### config.mk
export PLATFORM = sky130hd
export DESIGN_NAME = spi_xfer_datapath
export DESIGN_NICKNAME = d
export VERILOG_FILES = /design/src/rtl/spi_xfer_datapath.sv
export SDC_FILE = /design/constraint.sdc
export NUM_CORES = 1
export LEC_CHECK = 0
export CORE_UTILIZATION = 60
export DETAILED_ROUTE_END_ITERATION = 12
export GPL_ROUTABILITY_DRIVEN = 0
export PLACE_DENSITY = 0.92
export SLEW_MARGIN = 10
export SYNTH_ARGS = -nofsm -noshare
export SYNTH_HDL_FRONTEND = slang
export SYNTH_HIERARCHICAL = 1
export SYNTH_SLANG_ARGS = --single-unit
### constraint.sdc
create_clock -name clk -period 7 [get_ports clk]
set_input_delay 0.7 -clock clk [delete_from_list [all_inputs] [get_ports clk]]
set_output_delay 0.7 -clock clk [all_outputs]
set_load 0.1 [all_outputs]
### src/rtl/spi_xfer_datapath.sv
// SPI transfer datapath: TX/RX FIFOs around a runtime-configurable frame shift engine.
// The engine owns bit counting; the controller only supplies start, sample and shift ticks.

module spi_xfer_fifo #(
    parameter int W     = 8,
    parameter int DEPTH = 8,
    parameter int CNT_W = $clog2(DEPTH) + 1
) (
    input  logic             clk,
    input  logic             rst,
    input  logic             i_wr,
    input  logic [W-1:0]     i_wdata,
    input  logic             i_rd,
    output logic [W-1:0]     o_head,
    output logic [CNT_W-1:0] o_count,
    output logic             o_full,
    output logic             o_empty
);
    localparam int AW = $clog2(DEPTH);

    logic [W-1:0]     r_mem [DEPTH];
    logic [AW-1:0]    r_wr_ptr;
    logic [AW-1:0]    r_rd_ptr;
    logic [CNT_W-1:0] r_count;
    logic [W-1:0]     r_head;
    logic             w_push;
    logic             w_pop;
    logic [AW-1:0]    w_rd_nxt;
    logic [W-1:0]     w_head_next;

    assign o_full   = (r_count == CNT_W'(DEPTH));
    assign o_empty  = (r_count == '0);
    assign w_pop    = i_rd && !o_empty;
    assign w_push   = i_wr && (!o_full || w_pop);
    assign w_rd_nxt = r_rd_ptr + 1'b1;
    assign o_head   = r_head;
    assign o_count  = r_count;

    // Head is registered so it keeps its last value once the FIFO drains.
    // NOTE: every always_comb output gets a default first, so no path can infer a latch.
    always_comb begin
        w_head_next = r_head;
        if (w_pop) begin
            if (r_count > CNT_W'(1))
                w_head_next = r_mem[w_rd_nxt];
            else if (w_push)
                w_head_next = i_wdata;
        end else if (o_empty && w_push) begin
            w_head_next = i_wdata;
        end
    end

    always_ff @(posedge clk) begin
        if (rst) begin
            r_wr_ptr <= '0;
            r_rd_ptr <= '0;
            r_count  <= '0;
            r_head   <= '0;
        end else begin
            if (w_push) r_wr_ptr <= r_wr_ptr + 1'b1;
            if (w_pop)  r_rd_ptr <= w_rd_nxt;
            if (w_push && !w_pop)
                r_count <= r_count + 1'b1;
            else if (w_pop && !w_push)
                r_count <= r_count - 1'b1;
            r_head <= w_head_next;
        end
    end

    // NOTE: storage is not reset; pointers and count alone decide which entries are valid.
    always_ff @(posedge clk) begin
        if (w_push) r_mem[r_wr_ptr] <= i_wdata;
    end
endmodule

module spi_xfer_datapath #(
    parameter int DATA_W     = 8,
    parameter int FIFO_DEPTH = 8,
    parameter int CNT_W      = $clog2(FIFO_DEPTH) + 1,
    parameter int FL_W       = $clog2(DATA_W + 1)
) (
    input  logic              clk,
    input  logic              rst,
    input  logic              miso_i,
    output logic              mosi_o,
    input  logic              xfer_start_i,
    input  logic              sample_tick_i,
    input  logic              shift_tick_i,
    input  logic              cpha_i,
    input  logic              lsb_first_i,
    input  logic [FL_W-1:0]   frame_len_i,
    output logic              busy_o,
    output logic              frame_done_o,
    input  logic              tx_wr_i,
    input  logic [DATA_W-1:0] tx_wdata_i,
    output logic              tx_full_o,
    output logic              tx_empty_o,
    output logic [CNT_W-1:0]  tx_count_o,
    input  logic              rx_rd_i,
    output logic [DATA_W-1:0] rx_rdata_o,
    output logic              rx_full_o,
    output logic              rx_empty_o,
    output logic [CNT_W-1:0]  rx_count_o,
    input  logic [CNT_W-1:0]  tx_wmark_i,
    input  logic [CNT_W-1:0]  rx_wmark_i,
    output logic              tx_wmark_o,
    output logic              rx_wmark_o,
    output logic              tx_underrun_o,
    output logic              rx_overrun_o,
    input  logic              err_clr_i
);
    typedef enum logic [1:0] {ST_IDLE, ST_ACTIVE, ST_COMMIT} state_t;

    state_t            r_state, w_state_next;
    logic [FL_W-1:0]   r_len, r_bit_cnt, w_len_eff, w_bit_cnt_inc;
    logic              r_cpha, r_lsb, r_mosi;
    logic [DATA_W-1:0] r_tx_sr, r_rx_sr;
    logic [DATA_W-1:0] w_tx_head, w_tx_mask, w_tx_word, w_tx_aligned;
    logic              w_start, w_sample, w_last, w_shift, w_tx_pop, w_rx_push;
    logic              r_tx_wmark, r_rx_wmark, r_tx_underrun, r_rx_overrun;

    assign w_len_eff = (frame_len_i == '0 || frame_len_i > FL_W'(DATA_W)) ? FL_W'(DATA_W)
                                                                           : frame_len_i;
    assign w_start       = (r_state == ST_IDLE) && xfer_start_i;
    assign w_sample      = (r_state == ST_ACTIVE) && sample_tick_i;
    assign w_bit_cnt_inc = r_bit_cnt + 1'b1;
    assign w_last        = w_sample && (w_bit_cnt_inc == r_len);
    // With cpha=0 the first bit is already out, so shifts only count once sampling has begun.
    assign w_shift       = (r_state == ST_ACTIVE) && shift_tick_i && !w_last &&
                           (r_cpha || (r_bit_cnt != '0) || w_sample);
    assign w_tx_pop      = w_start && !tx_empty_o;
    assign w_rx_push     = (r_state == ST_COMMIT);

    // MSB-first words are left-aligned so the next bit is always at the top of the register.
    assign w_tx_mask    = ~({DATA_W{1'b1}} << w_len_eff);
    assign w_tx_word    = tx_empty_o ? '0 : (w_tx_head & w_tx_mask);
    assign w_tx_aligned = lsb_first_i ? w_tx_word : (w_tx_word << (FL_W'(DATA_W) - w_len_eff));

    spi_xfer_fifo #(.W(DATA_W), .DEPTH(FIFO_DEPTH), .CNT_W(CNT_W)) u_tx_fifo (
        .clk(clk), .rst(rst), .i_wr(tx_wr_i), .i_wdata(tx_wdata_i), .i_rd(w_tx_pop),
        .o_head(w_tx_head), .o_count(tx_count_o), .o_full(tx_full_o), .o_empty(tx_empty_o)
    );

    spi_xfer_fifo #(.W(DATA_W), .DEPTH(FIFO_DEPTH), .CNT_W(CNT_W)) u_rx_fifo (
        .clk(clk), .rst(rst), .i_wr(w_rx_push), .i_wdata(r_rx_sr), .i_rd(rx_rd_i),
        .o_head(rx_rdata_o), .o_count(rx_count_o), .o_full(rx_full_o), .o_empty(rx_empty_o)
    );

    always_ff @(posedge clk) begin
        if (rst) r_state <= ST_IDLE;
        else     r_state <= w_state_next;
    end

    always_comb begin
        w_state_next = r_state;
        unique case (r_state)
            ST_IDLE:   if (xfer_start_i) w_state_next = ST_ACTIVE;
            ST_ACTIVE: if (w_last) w_state_next = ST_COMMIT;
            ST_COMMIT: w_state_next = ST_IDLE;
            default:   w_state_next = ST_IDLE;
        endcase
    end

    always_ff @(posedge clk) begin
        if (rst) begin
            r_len         <= '0;
            r_bit_cnt     <= '0;
            r_cpha        <= 1'b0;
            r_lsb         <= 1'b0;
            r_mosi        <= 1'b0;
            r_tx_sr       <= '0;
            r_rx_sr       <= '0;
            r_tx_wmark    <= 1'b0;
            r_rx_wmark    <= 1'b0;
            r_tx_underrun <= 1'b0;
            r_rx_overrun  <= 1'b0;
        end else begin
            if (w_start) begin
                r_len     <= w_len_eff;
                r_cpha    <= cpha_i;
                r_lsb     <= lsb_first_i;
                r_rx_sr   <= '0;
                r_bit_cnt <= '0;
                if (cpha_i) begin
                    r_tx_sr <= w_tx_aligned;
                    r_mosi  <= 1'b0;
                end else begin
                    r_tx_sr <= lsb_first_i ? (w_tx_aligned >> 1) : (w_tx_aligned << 1);
                    r_mosi  <= lsb_first_i ? w_tx_aligned[0] : w_tx_aligned[DATA_W-1];
                end
            end
            if (w_sample) begin
                r_bit_cnt <= w_bit_cnt_inc;
                r_rx_sr   <= r_lsb ? ((r_rx_sr >> 1) | (DATA_W'(miso_i) << (r_len - 1'b1)))
                                   : {r_rx_sr[DATA_W-2:0], miso_i};
            end
            if (w_shift) begin
                r_mosi  <= r_lsb ? r_tx_sr[0] : r_tx_sr[DATA_W-1];
                r_tx_sr <= r_lsb ? (r_tx_sr >> 1) : (r_tx_sr << 1);
            end
            if (r_state == ST_COMMIT) r_mosi <= 1'b0;

            r_tx_underrun <= (w_start && tx_empty_o) || (r_tx_underrun && !err_clr_i);
            r_rx_overrun  <= (w_rx_push && rx_full_o && !rx_rd_i) || (r_rx_overrun && !err_clr_i);
            r_tx_wmark    <= (tx_count_o < tx_wmark_i);
            r_rx_wmark    <= (rx_count_o >= rx_wmark_i);
        end
    end

    assign mosi_o        = r_mosi;
    assign busy_o        = (r_state != ST_IDLE);
    assign frame_done_o  = (r_state == ST_COMMIT);
    assign tx_wmark_o    = r_tx_wmark;
    assign rx_wmark_o    = r_rx_wmark;
    assign tx_underrun_o = r_tx_underrun;
    assign rx_overrun_o  = r_rx_overrun;
endmodule

======== Word level (Yosys, flattened, before mapping) ========
Memories as Yosys holds them, arrays and structs flattened.
Cells that the tools add are included.
storage, ports and cells
  output and inout bits ................... 27
  register bits ........................... 69
  word-level logic and storage cells ...... 146
  memory bits (writable) .................. 128
  bits of input ports ..................... 31
  memories ................................ 2
memories
  memory           words  bits a word  read ports  clocked after Yosys merged registers in  wr ports  RTL line  source
  u_rx_fifo.r_mem  8      8            1           0                                        1         21        logic [W-1:0] r_mem [DEPTH];
  u_tx_fifo.r_mem  8      8            1           0                                        1         21
cells by class
  bitwise operators ....................... 3
  reduce and logical (&&, ||, !) cells .... 56
  magnitude comparators ................... 5
  shift-type cells ........................ 3
  add/sub/neg operators ................... 11
  eq/ne operators ......................... 9
  multiplexer cells ....................... 37
operators by type and width
  kind                 count
  $mux 8               18
  $mux 4               7
  $logic_and 1x1->1    22
  $reduce_bool 2->1    7
  $add 3x1->3 const B  4
  $add 4x1->4 const B  3
  $logic_not 4->1      3
  $sub 4x1->4 const B  3
  $logic_not 1->1      11
  $mux 1               9
  $and 8x8->8          1
  $eq 4x4->1 const B   2
  $gt 4x1->1 const B   2
  $not 8->8            1
  $or 7x8->8           1
  $shl 1x4->8          1
  $shl 8x4->8          1
  $shl 8x4->8 const A  1
  $logic_or 1x1->1     7
  $ne 3x2->1 const B   2
  $reduce_and 2->1     3
  $eq 4x4->1           1
  $ge 4x4->1           1
  $gt 4x4->1 const B   1
  other kinds (10)     12

======== Longest topological paths before layout ========
  depth after elaboration ................. 13
  depth in mapped cells ................... 14
  depth with buffers taken out ............ 11

======== Hierarchy ========
The synthesis kept the hierarchy.
by module, submodules not included
  module             instances  seq. area each (µm²)  area each (µm²)  cells an instance
  spi_xfer_fifo      2          2282.2                3444.6           233
  spi_xfer_datapath  1          660.6                 2673.8           359

======== Least setup slack after synthesis ========
Ideal clock, no wire load.
  path type ............................... reg2reg
  start ................................... reg u_tx_fifo.r_count[1] (netlist: u_tx_fifo/o_count[1])
  end ..................................... mem u_tx_fifo.r_mem[0][0], enable pin
  path slack .............................. 3038 ps
  clock period less this slack ............ 3962 ps
  cell stages (with the launch flop) ...... 12
  arrival time ............................ 3578 ps
  data required time ...................... 6617 ps
  path buffers ............................ 3
  setup time .............................. 383 ps
  cells stage by stage .................... dfxtp_1 inv_1 ha_1 or3b_4 clkinv_4 buf_2 clkbuf_1 nor2_1 buf_2 o21a_1 nand2b_1 nor3_1
between the ends
  word-level cells in the longest chain between the ends .. 8
  elaborated cells between the ends (all ways) .. 10
  those cells by class .................... eq/ne: 1; mux: 2; reduce/logical: 7
ends and longest elaborated chain
  element                       RTL line  source
  from (decl)                   24        logic [CNT_W-1:0] r_count;
  from (signal assigned)        63        r_count <= r_count + 1'b1;
  from (signal assigned)        65        r_count <= r_count - 1'b1;
  $logic_not 4->1               32        assign o_empty = (r_count == '0);
  named net tx_empty_o          97        output logic tx_empty_o,
  $logic_not 1->1               131       assign w_tx_pop = w_start && !tx_empty_o;
  $logic_and 1x1->1             131
  named net w_tx_pop            119       logic w_start, w_sample, w_last, w_shift, w_tx_pop, w_rx_push;
  $logic_and 1x1->1             33        assign w_pop = i_rd && !o_empty;
  $logic_or 1x1->1              34        assign w_push = i_wr && (!o_full || w_pop);
  $logic_and 1x1->1             34
  named net u_tx_fifo.w_push    26        logic w_push;
  $mux 1                        72        if (w_push) r_mem[r_wr_ptr] <= i_wdata;
  $mux 1 (implied by the code)  72
  to (decl)                     21
The timed path passes the listed nets, and every way through them passes these cells.

======== Worst setup path after layout ========
  start ................................... reg u_tx_fifo.r_count[0] (netlist: u_tx_fifo/o_count[0])
  end ..................................... mem u_tx_fifo.r_mem[0][0], enable pin
between the ends
  word-level cells in the longest chain between the ends .. 8
  elaborated cells between the ends (all ways) .. 10
  those cells by class .................... eq/ne: 1; mux: 2; reduce/logical: 7
ends and longest elaborated chain
  element                       RTL line
  $logic_not 4->1               32
  $logic_not 1->1               131
  $logic_and 1x1->1             131
  named net w_tx_pop            119
  $logic_and 1x1->1             33
  $logic_or 1x1->1              34
  $logic_and 1x1->1             34
  named net u_tx_fifo.w_push    26
  $mux 1                        72
  $mux 1 (implied by the code)  72
The timed path passes the listed nets, and every way through them passes these cells.

==> results.toml <==
[sta]
finalSetupTns_ns = 0
period_share_pct = 53.2
slew_viol_final = 0
finClkSkew_ns = 0.00941
slew_headroom_pct = 24.2
rsz0062_at_grt = "no"
setup_viol = 0
fin_crit_ns = 3.73
hold_violations = 0
finalWorstSetupSlack_ns = 3.27
max_freq_mhz = 268
worst_slew_pin_slew_ns = 1.13

[yosys]
synth_cell_types = 74
synthArstFlopShare_pct = 0
synth_mux_area_share_pct = 8.64
synth_top_family_by_area = "compound AO/OA/AOI/OAI gates"
yosys.area_share.simple_pct = 11.7
synthXorXnorAreaFrac_pct = 1.92
syn-num-nets = 882
ys_dominant_reg_cell = "edfxtp_1"
synth_area_per_cell_um2 = 11.6
synth_fa_ha_area_share_pct = 3.40
synth.largest_area_cell = "edfxtp_1"
netlist_area_um2 = 9560
synth_edf_count = 128
syn-instance-count = 825
synth_warnings = 6
synth_area_leaders = "edfxtp_1 40%, dfxtp_1 14%, mux2_2 5.9%"
synth_seq_cells = 197
seq_area_frac_synth_pct = 54.6
synth-compound-area-share_pct = 15.5
synth.top_cell.area_share_pct = 40.2

[placement]
hpwlAfterDp_mm = 14.3
post-place-ws_ns = 3.03
io_buffers = 57

[pwr]
peakVddDrop_mv = 0.305
p_seq_share_pct = 36.7
p_comb_share_pct = 40.2
p_int_mw = 2.32
swShare_pct = 41.0
p_sw_mw = 1.61
p_leak_nw = 3.66
p_clk_share_pct = 23.1
powerDensity_nw_per_um2 = 367

[floorplanning]
initial_core_util_pct = 62.2
rows = 45
die_height_um = 128
die_width_um = 128
core-area_um2 = 15400
die-area_um2 = 16400
boundaryPins = 58

[grt]
grt-ovfl-total = 0
grt_max_degree = 57
grt_usage_pct = 26.7
grt_pass1_wl_mm = 33.7
antenna_found_initial = 0
grt_pass1_vias = 6640

[setup_path]
cp.required_ns = 7.05
path_class = "flop to flop"
cp_max_fo = 21
crit_path_end_kind = "flop"
arrival_ns = 3.78
cp-start-kind = "flop"

[layout]
n_fill_cell = 1062
antenna_cells = 0
drive_gt1_share_pct = 12.4
nets = 918
area_growth_pct = 12.2
seq_area_um2 = 5230
multi_input_area_um2 = 3940

[clocking]
clock_path_buffers = 2
hold_buffers = 0
cts_tree = "built"
clock_sinks = 197
root_buffer = "clkbuf_16"
insertion_delay_ns = 0.43
cts_resized = 0
htree_levels = 4
cts_buffers = 17
postCtsSetupBuffers = 0
clk_pin_slew_ns = 0.07

[routing]
drtIter0Drc = 579
drc = 0
wl_per_cell_um = 19.5
viasPerCell = 6.38
ant_nets = 0
firstDrtPassIters = 8
wl_mm = 21.1
via_count = 6925

[run]
drv_cap = 0

[run_status]
outcome = "finished clean"

[min_path]
holdCritPathClass = "flop to flop"
cell usage in the layout, fill, tap and decap left out, drive strengths merged, types with 9 or more instances in the layout:
cell           instances
edfxtp               128
dfxtp                 69
nor2                  62
clkdlybuf4s50         56
a21oi                 52
mux2                  50
inv                   43
o21ai                 35
nand2                 33
nand3                 30
ha                    26
mux2i                 24
nand2b                23
o211ai                23
a32oi                 17
o22ai                 17
clkbuf                17
nor3                  13
xor2                  12
a21o                  11
xnor2                  9
clkinv                 9
per-stage QoR:
stage / hold slack (ns) / power [mW] / area, um^2 / cells / util [%]
2_1_floorplan: 0.436 / 2.69 / 9560 / 825 / -
3_3_place_gp: 0.443 / 2.99 / 10200 / 1053 / 66.3
3_5_place_dp: 0.449 / 3.02 / 10200 / 1053 / 66.3
4_1_cts: 0.459 / 3.93 / 10700 / 1085 / 69.8
5_1_grt: 0.483 / 4.09 / 10700 / 1085 / 69.8
6_report: 0.462 / 3.94 / 10700 / 1085 / 69.8
sequential cells by signal, indices dropped and copies added (netlist names), 2 cells and up:
name,count
r_bit_cnt,4
r_len,4
r_rx_sr,8
r_state,2
r_tx_sr,8
u_rx_fifo/o_count,4
u_rx_fifo/o_head,8
u_rx_fifo/r_mem,64
u_rx_fifo/r_rd_ptr,3
u_rx_fifo/r_wr_ptr,3
u_tx_fifo/o_count,4
u_tx_fifo/o_head,8
u_tx_fifo/r_mem,64
u_tx_fifo/r_rd_ptr,3
u_tx_fifo/r_wr_ptr,3
cell families after synthesis:
kind of cell	Yosys count
AND/OR/NAND/NOR	212
XOR/XNOR	21
adder cells (fa/ha/maj)	26
AO/OA/AOI/OAI	211
flip-flops	197
buffers and inverters	83
multiplexers	75
final cells by class:
| type | instances | share of cell area [%] |
|---|---|---|
| Inverter | 38 | 1.45 |
| Sequential cell | 197 | 48.7 |
| Clock inverter | 15 | 1.11 |
| Multi-Input combinational cell | 545 | 36.7 |
| Clock buffer | 17 | 3.96 |
| Tap cell | 211 | 2.46 |
| Timing Repair Buffer | 62 | 5.62 |
metal layers:
metal  routed length (um)  vias up  part of all wire, %  global-route usage [%]
li1                     -     3196                    -                       -
met1                 8480     3336                   40                    33.2
met2                10400      321                   49                    44.4
met3                 1480       72                  7.0                    5.68
met4                  733        0                  3.5                    13.2
met5                    0        -                    0                       0
path summary, 6_finish.rpt:
path / startpoint / to / slack [ns] / cells past startpoint
worst max register to register: u_tx_fifo/o_count[0] / u_tx_fifo/r_mem[0][0] / 3.27 / 8
worst max-delay path: u_tx_fifo/o_count[0] / u_tx_fifo/r_mem[0][0] / 3.27 / 8
worst min register to register: r_cpha / r_cpha / 0.46 / 2
worst min-delay path: r_cpha / r_cpha / 0.46 / 2
power by group through the flow:
| stage | clock network, mW | registers, mW | logic, mW |
|---|---|---|---|
| CTS | 0.919 | 1.44 | 1.57 |
| finish | 0.910 | 1.44 | 1.58 |
| detailed placement | 0 | 1.47 | 1.56 |
| floorplan | 0 | 1.72 | 0.968 |
| global placement | 0 | 1.46 | 1.53 |
| global route | 0.964 | 1.46 | 1.67 |
Yosys cell counts, drive strengths merged, types with 4 or more instances:
master and count:
nand3b 6, o31ai 5, o311ai 4, edfxtp 128, nand2b 23, xor2 12, a211oi 7, and2 5
mux2 50, nor2 62, a2111oi 4, nand3 30, a21oi 52, o21ai 35, a31oi 8, ha 26
clkbuf 22, nor3 13, buf 23, or2 6, o22ai 17, nand2 33, or3 5, a21o 11
inv 34, dfxtp 69, nand4 7, a32oi 17, xnor2 9, o211ai 23, clkinv 4, nor2b 8
mux2i 24
worst max-delay path: stages, from the launching register on:
cell	delay, ns
dfxtp_1	0.48
inv_1	0.08
ha_1	0.27
or3b_4	0.30
clkinv_4	0.18
nor2_1	0.60
o21a_1	0.35
nand2b_1	0.18
nor3_1	0.89
(Power assumes the default switching activity.)
